==> config.mk <==
export PLATFORM = sky130hd
export DESIGN_NAME = tlight_seq
export DESIGN_NICKNAME = d
export VERILOG_FILES = /design/src/rtl/tlight_seq.sv
export SDC_FILE = /design/constraint.sdc
export NUM_CORES = 1
export LEC_CHECK = 0
export BUFFER_PORTS_ARGS = -buffer_cell sky130_fd_sc_hd__buf_2
export CORE_MARGIN = 5
export CORE_UTILIZATION = 47
export DETAILED_ROUTE_END_ITERATION = 8
export PLACE_DENSITY = 0.75
export REMOVE_ABC_BUFFERS = 1
export SYNTH_ARGS = -nofsm -noshare
export SYNTH_HDL_FRONTEND = slang
export SYNTH_SLANG_ARGS = --single-unit
==> constraint.sdc <==
create_clock -name clk_i -period 1.6 [get_ports clk_i]
set_clock_uncertainty 0.15 [all_clocks]
set_input_delay 0.08 -clock clk_i [delete_from_list [all_inputs] [get_ports clk_i]]
set_output_delay 0.08 -clock clk_i [all_outputs]
set_load 0.005 [all_outputs]
==> src/rtl/tlight_seq.sv <==
// tlight_seq: traffic-light phase sequencer timed in VGA frame ticks.
//
// Cycles RED -> GREEN -> YELLOW -> RED. Each phase lasts its *_FRAMES count of
// frame_tick_i pulses. Between ticks, state and counter hold.
//
// Optional feature (compile-time macro TLIGHT_PED_EN): pedestrian requests.
// A request can shorten GREEN to MIN_GREEN_FRAMES ticks. It then lights walk
// for the following RED phase.
//
// Ports:
//   clk_i           pixel clock, sole clock
//   reset_i         asynchronous active-high reset
//   frame_tick_i    one-cycle pulse per frame
//   ped_req_i       pedestrian request, any length (ignored without TLIGHT_PED_EN)
//   lamp_red_o      red lamp on
//   lamp_yel_o      yellow lamp on
//   lamp_grn_o      green lamp on
//   state_o         00 RED, 01 GREEN, 10 YELLOW
//   state_change_o  one-cycle pulse on the first cycle of a new state
//   walk_o          walk signal lit
//   ped_ack_o       one-cycle pulse when a pending request is granted
module tlight_seq #(
   parameter int RED_FRAMES       = 300,
   parameter int GREEN_FRAMES     = 300,
   parameter int YELLOW_FRAMES    = 120,
   parameter int MIN_GREEN_FRAMES = 60,
   parameter int CNT_BITS         = 10
) (
   input  logic       clk_i,
   input  logic       reset_i,
   input  logic       frame_tick_i,
   input  logic       ped_req_i,
   output logic       lamp_red_o,
   output logic       lamp_yel_o,
   output logic       lamp_grn_o,
   output logic [1:0] state_o,
   output logic       state_change_o,
   output logic       walk_o,
   output logic       ped_ack_o
);

`ifdef TLIGHT_PED_EN
   localparam bit PED_EN = 1'b1;
`else
   localparam bit PED_EN = 1'b0;
`endif

   typedef enum logic [1:0] {
      S_RED = 2'b00,
      S_GRN = 2'b01,
      S_YEL = 2'b10
   } state_t;

   localparam logic [CNT_BITS-1:0] RED_LAST = CNT_BITS'(RED_FRAMES - 1);
   localparam logic [CNT_BITS-1:0] GRN_LAST = CNT_BITS'(GREEN_FRAMES - 1);
   localparam logic [CNT_BITS-1:0] YEL_LAST = CNT_BITS'(YELLOW_FRAMES - 1);
   localparam logic [CNT_BITS-1:0] MG_LAST  = CNT_BITS'(MIN_GREEN_FRAMES - 1);

   state_t              state_q, state_d;
   logic [CNT_BITS-1:0] cnt_q, cnt_d, last;
   logic                ped_pend_q, ped_pend_d;
   logic [2:0]          lamp_q, lamp_d;
   logic                sc_q, sc_d, walk_q, walk_d, ack_q, ack_d;
   logic                adv, cut, grant;

   always_ff @(posedge clk_i or posedge reset_i) begin
      if (reset_i) begin
         state_q    <= S_RED;
         cnt_q      <= '0;
         ped_pend_q <= 1'b0;
         lamp_q     <= 3'b100;
         sc_q       <= 1'b0;
         walk_q     <= 1'b0;
         ack_q      <= 1'b0;
      end else begin
         state_q    <= state_d;
         cnt_q      <= cnt_d;
         ped_pend_q <= ped_pend_d;
         lamp_q     <= lamp_d;
         sc_q       <= sc_d;
         walk_q     <= walk_d;
         ack_q      <= ack_d;
      end
   end

   // Decisions use the registered pending flag, so a request seen on a tick
   // cycle only takes effect from the following tick.
   always_comb begin
      last       = state_q == S_RED ? RED_LAST : state_q == S_GRN ? GRN_LAST : YEL_LAST;
      cut        = PED_EN && state_q == S_GRN && ped_pend_q && cnt_q >= MG_LAST;
      adv        = frame_tick_i && (cnt_q == last || cut);
      state_d    = !adv ? state_q : state_q == S_RED ? S_GRN : state_q == S_GRN ? S_YEL : S_RED;
      cnt_d      = adv ? '0 : frame_tick_i ? cnt_q + 1'b1 : cnt_q;
      grant      = adv && state_q == S_YEL && ped_pend_q;
      ped_pend_d = PED_EN && (ped_req_i || (ped_pend_q && !grant));
   end

   // Walk is decided on entry to RED and holds until the next transition.
   // Leaving RED never grants, so walk drops there.
   always_comb begin
      lamp_d = {state_d == S_RED, state_d == S_YEL, state_d == S_GRN};
      sc_d   = adv;
      ack_d  = grant;
      walk_d = adv ? grant : walk_q;
   end

   assign {lamp_red_o, lamp_yel_o, lamp_grn_o} = lamp_q;
   assign state_o        = state_q;
   assign state_change_o = sc_q;
   assign walk_o         = walk_q;
   assign ped_ack_o      = ack_q;

endmodule
Word-level counts from Yosys, hierarchy flattened
Index checks and enable logic that the tools add are counted.
{ "totals": {"reg_bits": 16, "input_bits": 4, "elab_cells": 20} }
{ "classes": {"addsub": 1, "eq_ne": 4, "n_mux": 7, "reduce_logical": 4} }
{ "op_table": {"columns": ["operator", "n"], "rows": [
  ["10-bit two-way mux", 2],
  ["9-bit two-way mux", 2],
  ["10-bit by 1-bit adder with 10-bit output, second input constant", 1],
  ["10-bit by 9-bit == test with 1-bit output", 1],
  ["2-bit two-way mux", 3],
  ["2-bit by 1-bit == test with 1-bit output, second input constant", 2],
  ["2-bit zero test", 2],
  ["2-bit == test, second input constant", 1],
  ["2-bit nonzero test", 1],
  ["1-bit logical AND", 1]
]} }

Depth between registers and ports, before layout
Gate-level depths: netlist (run 1).
{ "logic_depth": {"word_depth": 7, "mapped_depth": 5} }

Worst setup path before layout (run 1)
No wires, ideal clock.
{ "synth_timing": {"path_type": "reg-to-reg", "startpoint": "register cnt_q[0]", "endpoint": "register cnt_q[8]", "arrival_ps": 1336, "required_time_ps": 1368, "slack_ps": 32, "path_stages_with_launch": 5, "n_path_buf": 0, "path_cell_list": "dfrtp_1 > ha_1 > nand2_1 > or4_1 > a22oi_2"} }
{ "synth_between": {"elab_chain_len": 3, "word_cells_on_any_way": 6} }
{ "synth_lines": {"columns": ["item", "line", "rtl"], "rows": [
  ["start: declaration", "60", "logic [CNT_BITS-1:0] cnt_q, cnt_d, last;"],
  ["start signal: assignment", "77", "cnt_q <= cnt_d;"],
  ["10-bit by 1-bit adder with 10-bit output or 10-bit by 9-bit == test with 1-bit output (tied branches)", "93, 91", null],
  ["10-bit two-way mux or 1-bit logical AND (tied branches)", "93, 91", null],
  ["10-bit two-way mux or 2-bit nonzero test (tied branches)", null, null]
]} }
Parallel ways exist; a longest one is shown, timed or not. The select of a mux whose other input is x is not followed.
A chain may end at the register's enable or synchronous reset.

Worst setup path after layout (run 1)
{ "layout_timing": {"startpoint": "register cnt_q[2]", "endpoint": "register cnt_q[5]"} }
The elaborated chain is that of the path after synthesis.

==> flow_metrics.tcl, run 1 <==
set metrics [dict create \
    drtIter0Drc 8 \
    diodes 0 \
    rsz0062_at_grt "yes" \
    p_leak_nw 0.503 \
    cts_buffers 3 \
    cp_slowest_stage_delay_ps 420 \
    gp_congestion 0.819 \
    maxCapViolCount 0 \
    whs_ps 245 \
    grt_max_degree 17 \
    io_buffers 8 \
    path_class "reg2reg" \
    syn_to_final_growth_pct 30.2 \
    cts-root-buf "clkbuf_4" \
    powerDensity_mw_per_mm2 1260 \
    dp_slack_ps -7.70 \
    final_area_mm2 0.00111 \
    dp.cells 118 \
    io_pins 12 \
    start_util 0.493 \
    hold_violations 0 \
    seqCellArea_um2 402 \
    layout_worst_path_cycle_share 0.992 \
    synth_edf_count 0 \
    pwr-share-seq 0.427 \
    hpwl_um 1290 \
    fillers 147 \
    clkPwrFrac 0.192 \
    clock_path_buffers 2 \
    firstDrtPassIters 4 \
    vias 706 \
    ir_drop_v 0.000769 \
    critPathMaxFanout 5 \
    yosysWarnings 0 \
    max_freq_mhz 630 \
    coreArea_mm2 0.00173 \
    multiInputGateArea_um2 447 \
    layoutNonFillerInstCount 127 \
    critPathSlowestCell "dfrtp_1" \
    yosysSeqAreaShare 0.471 \
    crit_chain "a211o_1 > a211oi_4 > buf_6 > a22oi_1" \
    wl_um 1940 \
    max_slew_margin 0.594 \
    synth_top_cell_area_share 0.441 \
    rows 15 \
    drv_slew 0 \
    fin_tns_setup_ps 0 \
    grt_antenna_before_repair 0 \
    min_path_type "in2async" \
    critPathCaptureType "flop" \
    outcome "completed" \
    synthTopCellsByArea "dfrtp_1 (44%), xor2_1 (5.1%), dfstp_2 (3.1%)" \
    p_comb_frac 0.381 \
    grt_pass1_wl_um 3110 \
    finish.net_count 108 \
    cts_max_level 1 \
    required_ps 1620 \
    ant_nets 0 \
    startpoint_type "flop" \
    cts_tree "yes" \
    final_util 0.643 \
    totalPowerFinal_mw 1.40 \
    ys.flop_type "dfrtp_1" \
    die_area_mm2 0.00276 \
    min_period_ps 1590 \
    worst_pin_slew_ps 608 \
    synth_seq_cells 16 \
    setup_viol 0 \
    routedWlPerCell_um 15.2 \
    postSynthCellCount 79 \
    p_int_mw 0.903 \
    yosys.area.top_type "dfrtp_1" \
    dieHeight_um 52.6 \
    crit_arrival_ps 1610 \
    clk_latency_ps 290 \
    clkSlewWorstSetupHoldPaths_ps 90 \
    switchingPower_mw 0.499 \
    drc 0 \
    drive_above_1_share 0.392 \
    avgSynthCellArea_um2 10.8 \
    vias_per_cell 5.56 \
    place_area_um2 962 \
    ys_types 40 \
    die_w_um 52.6 \
    switching_share 0.356 \
    grt_use_total 0.158 \
    fin_ws_ps 13.0 \
    grt_pass1_vias 723 \
    clock-sinks 16 \
    synth_area_um2 852 \
    async_flop_share 1.00 \
    grt-ovfl-total 0 \
]
cell type report:
type,instances,area share
Sequential cell,16,0.362
Clock buffer,4,0.0327
Multi-Input combinational cell,54,0.402
Inverter,4,0.0135
Timing Repair Buffer,24,0.161
Tap cell,25,0.0282
path summary, 6_finish.rpt:
kind,cells after the start,endpoint,slack [ps],from
min reg2reg,1,cnt_q[9]$_DFFE_PP0P_,360,cnt_q[9]$_DFFE_PP0P_
max reg2reg,4,cnt_q[5]$_DFFE_PP0P_,10,cnt_q[2]$_DFFE_PP0P_
min,3,asynchronous set/reset pin,240,reset_i
max in group asynchronous,3,cnt_q[7]$_DFFE_PP0P_,660,reset_i
max,4,cnt_q[5]$_DFFE_PP0P_,10,cnt_q[2]$_DFFE_PP0P_
min in group clk_i,1,cnt_q[9]$_DFFE_PP0P_,360,cnt_q[9]$_DFFE_PP0P_
repair_timing:
item,4_1_cts,5_1_grt
gates resized for setup,4,10
buffers inserted,2,1
hold buffers,2,0
setup endpoints to repair,3,11
hold endpoints to repair,16,0
pin swaps,1,4
worst max-delay path, delay by kind of cell, from the launching register on:
| kind | cells | cell delay, ps |
|---|---|---|
| DFF | 1 | 420 |
| buffers and inverters | 1 | 170 |
| AOI/OAI and AO/OA | 3 | 720 |
state kept, by name, indices dropped and copies added (netlist names), named ones only:
| signal | flops |
|---|---|
| state_o | 1 |
| cnt_q | 10 |
| state_change_o | 1 |
| lamp_q | 3 |
power by group through the flow:
stage | combinational (mW) | sequential [mW] | clock (mW)
finish | 0.534 | 0.599 | 0.269
global route | 0.590 | 0.609 | 0.291
floorplan | 0.232 | 0.587 | 0
detailed placement | 0.436 | 0.579 | 0
CTS | 0.469 | 0.587 | 0.277
global placement | 0.414 | 0.576 | 0
layout by cell type (no fill, tap or decap), types with 2 or more instances in the layout:
master,n
dfrtp_1,15
buf_4,11
buf_2,7
xor2_1,5
inv_1,4
nand3_1,4
clkbuf_4,4
nand4_1,3
a21oi_1,3
buf_6,3
and2_1,2
o21ai_0,2
or3_1,2
a22oi_1,2
conb_1,2
dlygate4sd3_1,2
synth_stat cells, types with 2 or more instances:
master and instances:
nand3_1 5, nand4_1 3, or3_1 2, a22oi_1 2
buf_4 2, and2_1 2, inv_1 4, xor2_1 5
o21ai_0 2, o31ai_1 2, dfrtp_1 15, a31oi_1 2
buf_6 2, buf_2 2, a21oi_1 3, nand2_1 2
cell families (layout without fill, tap and decap cells):
kind of cell	after synthesis	after routing	synth area share
adders and majority gates	1	1	0.0147
and+or+nand+nor	24	24	0.170
AOI/OAI and AO/OA	19	19	0.179
other	1	2	0.00440
muxes	2	2	0.0250
xor gates and xnor gates	6	6	0.0617
DFF	16	16	0.471
buffers and inverters	10	32	0.0734
routing by layer:
metal / vias to the layer above / routed length (µm) / global-route usage
li1: 332 / - / -
met3: 5 / 76 / 0.0313
met4: 0 / 51 / 0.115
met5: - / 0 / 0
met1: 350 / 819 / 0.185
met2: 19 / 987 / 0.252
(Power assumes the default switching activity.)
==> inputs of run 2 (changes only) <==
--- a/config.mk
+++ b/config.mk
@@ -7,9 +7,9 @@
 export LEC_CHECK = 0
 export BUFFER_PORTS_ARGS = -buffer_cell sky130_fd_sc_hd__buf_2
 export CORE_MARGIN = 5
-export CORE_UTILIZATION = 47
+export CORE_UTILIZATION = 39
 export DETAILED_ROUTE_END_ITERATION = 8
-export PLACE_DENSITY = 0.75
+export PLACE_DENSITY = 0.65
 export REMOVE_ABC_BUFFERS = 1
 export SYNTH_ARGS = -nofsm -noshare
 export SYNTH_HDL_FRONTEND = slang
==> flow_metrics.tcl, run 2 (synthesis results as in run 1) <==
set metrics [dict create \
    outcome "finished with violations" \
    failed_checks "setup timing" \
    min_period_ps 1610 \
    hold_violations 0 \
    met2_length_um 947 \
    diodes 0 \
    syn_to_final_growth_pct 28.2 \
    die_w_um 56.7 \
    setup_viol 2 \
    drive_above_1_share 0.388 \
    maxCapViolCount 0 \
    cts_buffers 3 \
    drtIter0Drc 16 \
    reg.largest.list "cnt_q (10), lamp_q (3)" \
    largest_reg_flops 10 \
    coreArea_mm2 0.00215 \
    grt_max_degree 17 \
    cp_slowest_stage_delay_ps 430 \
    required_ps 1630 \
    min_path_type "in2async" \
    grt_pass1_wl_um 3240 \
    whs_ps 243 \
    clock_path_buffers 2 \
    gp_congestion 0.852 \
    cts-root-buf "clkbuf_4" \
    worst_pin_slew_ps 622 \
    critPathMaxFanout 4 \
    vias 685 \
    io_buffers 8 \
    wl_um 1870 \
    cts_max_level 1 \
    drv_slew 0 \
    drc 0 \
    rsz0062_at_grt "yes" \
    met1_length_um 815 \
    critPathCaptureType "flop" \
    ant_nets 0 \
    layoutNonFillerInstCount 131 \
    p_leak_nw 0.496 \
    io_pins 12 \
    powerDensity_mw_per_mm2 1210 \
    grt_use_total 0.131 \
    crit_chain "a211o_1 > a211oi_4 > buf_4 > a22oi_2" \
    grt_pass1_vias 719 \
    clock-sinks 16 \
    final_cell_mix "dfrtp_1 (15), buf_4 (13), buf_2 (8), xor2_1 (5)" \
    grt-ovfl-total 0 \
    clk_latency_ps 300 \
    die_area_mm2 0.00322 \
    totalPowerFinal_mw 1.33 \
    grt_antenna_before_repair 0 \
    final_util 0.508 \
    layout_worst_path_cycle_share 1.00 \
    wl_met3_um 81 \
    reg2reg_depth 4 \
    routedWlPerCell_um 14.3 \
    path_class "reg2reg" \
    hpwl_um 1300 \
    startpoint_type "flop" \
    dieHeight_um 56.7 \
    firstDrtPassIters 3 \
    cts_tree "yes" \
    rows 17 \
    start_util 0.397 \
    dp.cells 124 \
    critPathSlowestCell "dfrtp_1" \
    clkSlewWorstSetupHoldPaths_ps 100 \
    finish.net_count 109 \
    max_freq_mhz 622 \
    fillers 197 \
    ir_drop_v 0.000835 \
    fin_ws_ps -6.71 \
    final_common_cell "dfrtp_1" \
    max_slew_margin 0.585 \
    vias_per_cell 5.23 \
    crit_arrival_ps 1640 \
    top_layer_used "met4" \
    regMostFlops "cnt_q" \
]
run 2: critical path, delay by kind of cell (launching register included):
| kind | cells | cell delay (ps) |
|---|---|---|
| buf+inv | 1 | 190 |
| flops | 1 | 430 |
| compound gates | 3 | 720 |
run 2: stage by stage:
stage,setup slack [ps],setup TNS (ps),cell area [µm²]
2_1_floorplan,-11.8,-33.5,808
3_3_place_gp,37.2,0,988
3_5_place_dp,2.71,0,988
4_1_cts,10.9,0,1040
5_1_grt,-69.4,-725,1090
6_report,-6.71,-11.7,1090
run 2: worst paths after layout:
| check | from | end | slack (ps) |
|---|---|---|---|
| max | cnt_q[3]$_DFFE_PP0P_ | cnt_q[8]$_DFFE_PP0P_ | -7 |
| min | reset_i | cnt_q[8]$_DFFE_PP0P_ | 240 |
| max reg2reg | cnt_q[3]$_DFFE_PP0P_ | cnt_q[8]$_DFFE_PP0P_ | -7 |
| min reg2reg | cnt_q[9]$_DFFE_PP0P_ | cnt_q[9]$_DFFE_PP0P_ | 350 |
| max in group asynchronous | reset_i | lamp_q[0]$_DFF_PP0_ | 650 |
| min in group clk_i | cnt_q[9]$_DFFE_PP0P_ | cnt_q[9]$_DFFE_PP0P_ | 350 |
run 2: area by class of cell:
| type | instances | area [µm²] | share of cell area |
|---|---|---|---|
| Sequential cell | 16 | 402 | 0.368 |
| Inverter | 4 | 15.0 | 0.0137 |
| Multi-Input combinational cell | 54 | 434 | 0.397 |
| Tap cell | 28 | 35.0 | 0.0321 |
| Timing Repair Buffer | 25 | 180 | 0.165 |
| Clock buffer | 4 | 26.3 | 0.0241 |
run 2: what timing repair did:
item / in CTS / in global routing
setup endpoints to repair: 3 / 14
gates resized for setup: 2 / 8
hold buffers: 2 / 0
endpoints found under the hold margin: 16 / 0
pin swaps: 2 / 3
buffers inserted: 0 / 1
run 2: power by group:
group          leakage, nW  internal (mW)  switching [mW]
Combinational        0.283          0.257           0.258
Clock               0.0150         0.0972           0.133
Sequential           0.198          0.489          0.0917
run 2: metal layers:
| metal | vias up | global-route usage |
|---|---|---|
| li1 | 333 | - |
| met1 | 338 | 0.156 |
| met2 | 10 | 0.206 |
| met3 | 4 | 0.0529 |
| met4 | 0 | 0.0563 |
| met5 | - | 0 |
